[src/rtl/serial_xfer_ctrl.sv]
// rtl/serial_xfer_ctrl.sv - frame sequencer for the serial port-demux datapath with clkEN prescaler
module serial_xfer_ctrl #(
    parameter int DIV   = 4,
    parameter int CNT_W = 3
) (
    input  logic       clk,
    input  logic       reset,
    input  logic       SerIn,
    input  logic       co1,
    input  logic       co2,
    input  logic       coD,
    output logic       clkEN,
    output logic       sh_en,
    output logic       sh_enD,
    output logic       cnt1,
    output logic       cnt2,
    output logic       ld_cntD,
    output logic       cntD,
    output logic       busy,
    output logic       done,
    output logic [2:0] state
);
    typedef enum logic [2:0] {
        S_IDLE  = 3'd0,
        S_PORT  = 3'd1,
        S_COUNT = 3'd2,
        S_LOAD  = 3'd3,
        S_CHECK = 3'd4,
        S_XFER  = 3'd5,
        S_DONE  = 3'd6
    } state_t;

    localparam logic [CNT_W-1:0] PRE_LAST = CNT_W'(DIV - 1);

    logic [CNT_W-1:0] pre_cnt;
    logic             tick;
    logic [2:0]       state_q;
    state_t           state_d;

    assign tick = (pre_cnt == PRE_LAST);

    // Gated by reset so the tick reads 0 while held in reset, even with DIV=1.
    assign clkEN = reset & tick;

    always_ff @(posedge clk or negedge reset) begin
        if (!reset) begin
            pre_cnt <= '0;
        end else if (tick) begin
            pre_cnt <= '0;
        end else begin
            pre_cnt <= pre_cnt + CNT_W'(1);
        end
    end

    always_ff @(posedge clk or negedge reset) begin
        if (!reset) begin
            state_q <= S_IDLE;
            done    <= 1'b0;
        end else begin
            state_q <= state_d;
            done    <= (state_d == S_DONE) && (state_q != S_DONE);
        end
    end

    always_comb begin
        state_d = state_t'(state_q);
        sh_en   = 1'b0;
        sh_enD  = 1'b0;
        cnt1    = 1'b0;
        cnt2    = 1'b0;
        ld_cntD = 1'b0;
        cntD    = 1'b0;
        case (state_q)
            S_IDLE: begin
                if (tick && !SerIn) state_d = S_PORT;
            end
            S_PORT: begin
                sh_en = 1'b1;
                cnt1  = 1'b1;
                if (tick && co1) state_d = S_COUNT;
            end
            S_COUNT: begin
                sh_enD = 1'b1;
                cnt2   = 1'b1;
                if (tick && co2) state_d = S_LOAD;
            end
            S_LOAD: begin
                ld_cntD = 1'b1;
                if (tick) state_d = S_CHECK;
            end
            S_CHECK: begin
                if (tick) state_d = coD ? S_DONE : S_XFER;
            end
            S_XFER: begin
                cntD = 1'b1;
                if (tick && coD) state_d = S_DONE;
            end
            S_DONE: begin
                if (tick) state_d = S_IDLE;
            end
            // Encoding 7 recovers on the very next clock, tick or not.
            default: state_d = S_IDLE;
        endcase
    end

    assign busy  = (state_q != S_IDLE);
    assign state = state_q;
endmodule

[config.mk]
export PLATFORM = sky130hd
export DESIGN_NAME = serial_xfer_ctrl
export DESIGN_NICKNAME = d
export VERILOG_FILES = /design/src/rtl/serial_xfer_ctrl.sv
export SDC_FILE = /design/constraint.sdc
export NUM_CORES = 1
export LEC_CHECK = 0
export BUFFER_PORTS_ARGS = -buffer_cell sky130_fd_sc_hd__buf_2
export CAP_MARGIN = 20
export CORE_AREA = 4 4 41 43
export CTS_CLUSTER_SIZE = 12
export DETAILED_ROUTE_END_ITERATION = 16
export DIE_AREA = 0 0 45 47
export PLACE_DENSITY = 0.6
export SYNTH_ARGS = -nofsm -noshare
export SYNTH_HDL_FRONTEND = slang
export SYNTH_SLANG_ARGS = --single-unit
export TNS_END_PERCENT = 1
[constraint.sdc]
create_clock -name clk -period 1.3 [get_ports clk]
set_input_delay 0.13 -clock clk [delete_from_list [all_inputs] [get_ports clk]]
set_output_delay 0.13 -clock clk [all_outputs]
set_load 0.02 [all_outputs]
==> summary.md <==
| Metric | Value |
|---|---|
| Critical-path cell list | or3_4, buf_6 |
| Yosys reg bits | 7 |
| Vias | approximately 390 |
| Fraction of registers with async set/reset | 100% |
| PD cells | approximately 2200 nW/um^2 |
| Clock Sinks | 7 |
| Area Growth Syn to Fin | 64.8% |
| Drt drc | 0 |
| Core area | 1300 um^2 |
| H-tree lvl count | 1 |
| Vias per inst | around 4.7 |
| Static Leak | 0.000338 uW |
| Slew HR | 78.0% |
| Tmin final | 1.37 ns |
| Worst slew pin tran | approximately 0.33 ns |
| Wire per inst | roughly 13 um |
| Max Root-Sink Buffers | 2 |
| Worst VDD drop | approximately 0.0011 V |
| Die width | 45 um |
| CTS tree | built |
| Hold Vio Cnt, Final | 0 |
| Hold Path Class | input port to flop |
| Max incr delay on CP | around 0.46 ns |
| Reg clk slew, reported paths | roughly 0.050 ns |
| Global-route wire length before repair | between 1.5 and 2 mm |
| Worst Setup Path Type | flop to output pin |
| CP Capture Type | output pin |
| CP Data Arrival Time | around 1.2 ns |
| Initial antenna violation count | 0 |
| Final setup viols | 9 |
| Post-synthesis net count | between 40 and 50 |
| Share of cells above drive strength 1 | about two thirds |
| Number of diodes | 0 |
| Synth area leaders | dfrtp_1 41%, buf_4 3.5%, nor2b_4 3.2% |
| Pin count of the biggest net entering global routing | 10 |
| First DRT Iteration DRCs | 1 |
| Startpoint Class | flop |
| Netlist cell types | 29 |
| Final Slew Violations | 0 |
| Die Height | 47 um |
| Starting Density | 33.1% |
| Yosys Warn Count | 0 |
| Synth top area share | around two fifths |
| Main flop type after synthesis | dfrtp_1 |
| Site Rows | 13 |
| Nets@finish | 76 |
| Crit path max fanout | 7 |
| Tcrit/Tclk final | 105% |
| Failing checks | setup timing |
| Worst path required time | between 1 and 1.5 ns |
| Clock Root Buffer | clkbuf_4 |
| IO buf count | 17 |
| Status | complete, but fails checks |
| RSZ-0062 raised after global routing | yes |
| Yosys top cell by area | dfrtp_1 |
| Total wire length | roughly 1.1 mm |
| Crit-path slowest cell | dfrtp_2 |
| Cts bufs inserted | 3 |
| IO Count | 18 |
| Vias in the first global route | ~400 |
| Grt total ovfl | 0 |
| Final setup margin | -0.0713 ns |
| Detailed Routing Iterations Pass 1 | 2 |
| Post-route ant nets | 0 |
| Die ar. | approximately 2100 um^2 |
| Gpl congestion | ~0.75 |
| Hold slack | approximately 0.15 ns |
| Total chip power | about 1600 uW |
| Total global-route track usage | 11.7% |
| Mapped Avg Cell Area | between 10 and 15 um^2 |
| EDFF count, synth | 0 |
| Total of max-cap violations | 0 |
| Clock latency at the later pin of the worst-skew pair | between 0.2 and 0.3 ns |
| Fmax | 0.729 GHz |
| Sequential cell area fraction in the yosys report | 40.7% |
| Synthesized cell area | about 430 um^2 |
| Syn Inst Count | between 40 and 50 |
| Dpl cells | 70 |
| Final Skew | about 0.0010 ns |
| Cell Count, Final, Fillers Out | 83 |
==> metal layers <==
| metal | part of all wire [%] | vias up | global-route usage (%) |
|---|---|---|---|
| li1 | - | 194 | - |
| met1 | 39 | 187 | 12.1 |
| met2 | 55 | 11 | 20.6 |
| met3 | 6.3 | 0 | 6.13 |
| met4 | 0 | 0 | 3.51 |
| met5 | 0 | - | 0 |
==> synth_stat cells (all sizes together), types with 2 or more instances <==
cell / instances
dfrtp: 7
buf: 5
nor2b: 3
a21oi: 2
and2: 2
nand2b: 2
nor3b: 2
o21ai: 2
==> cell families (layout without fill, tap and decap cells) <==
| logic type | count (synthesis) | after routing | share of synthesized area [%] |
|---|---|---|---|
| AOI/OAI and AO/OA | 8 | 8 | 14.2 |
| adders and majority gates | 2 | 2 | 5.52 |
| buffers and inverters | 6 | 33 | 9.30 |
| DFF | 7 | 7 | 40.7 |
| muxes | 1 | 1 | 2.33 |
| and+or+nand+nor | 17 | 17 | 27.9 |
==> flip-flops by register name, indices dropped and copies added, names as in the netlist <==
register / flops
pre_cnt: 3
state: 3
done: 1
==> area by class of cell <==
type                    count  area, um^2
flip-flops and latches      7         179
multi-input cells          28         254
well taps                  15        18.8
inverters                   1        3.75
fillers                   131         592
repair buffers             28         228
clock buffers               4        26.3
==> placed cells by master (no fill, tap or decap), drive strengths merged, types with 2 or more instances in the layout <==
cell type,synthesis,routed
buf,5,27
and2,2,2
nor3b,2,2
nor2b,3,3
o21ai,2,2
a21oi,2,2
clkbuf,0,4
dfrtp,7,7
nand2b,2,2
==> timing repair <==
item                                   in CTS  in global routing
pin swaps                                   2                  1
resized for setup                          10                  7
cloned                                      0                  0
buffers inserted                            6                  2
endpoints found under the hold margin       7                  0
hold buffers                                1                  0
setup endpoints to repair                   8                 10
==> where the power goes <==
part	internal [uW]	switching [uW]	leakage, uW
Combinational	548	455	0.000237
Sequential	265	96.8	0.0000865
Clock	117	78.6	0.0000150
Total	931	630	0.000338
==> path summary, 6_finish.rpt <==
path,from,endpoint,slack (ns),depth (start not counted)
min in group asynchronous,reset,pre_cnt[2]$_DFF_PN0_,0.32,2
min reg2reg,pre_cnt[0]$_DFF_PN0_,pre_cnt[0]$_DFF_PN0_,0.44,1
max reg2reg,pre_cnt[0]$_DFF_PN0_,state[1]$_DFF_PN0_,-0.01,5
max in group asynchronous,reset,state[2]$_DFF_PN0_,0.72,2
min,coD,done$_DFF_PN0_,0.15,2
max,state[2]$_DFF_PN0_,busy,-0.07,2
==> per-stage QoR <==
step | setup TNS [ns] | instance area, um^2 | utilization (%) | setup slack [ns]
2_1_floorplan | -0.0428 | 454 | - | -0.0428
3_3_place_gp | 0 | 537 | 41.3 | 0.0740
3_5_place_dp | 0 | 537 | 41.3 | 0.0432
4_1_cts | -0.349 | 668 | 51.3 | -0.0701
5_1_grt | -0.877 | 709 | 54.5 | -0.112
6_report | -0.291 | 709 | 54.5 | -0.0713
==> critical path, delay by kind of cell (launching register included) <==
kind	cells	cell delay, ns
buffers and inverters	1	0.14
flip-flops	1	0.46
AND/OR/NAND/NOR	1	0.40
(Power assumes the default switching activity.)
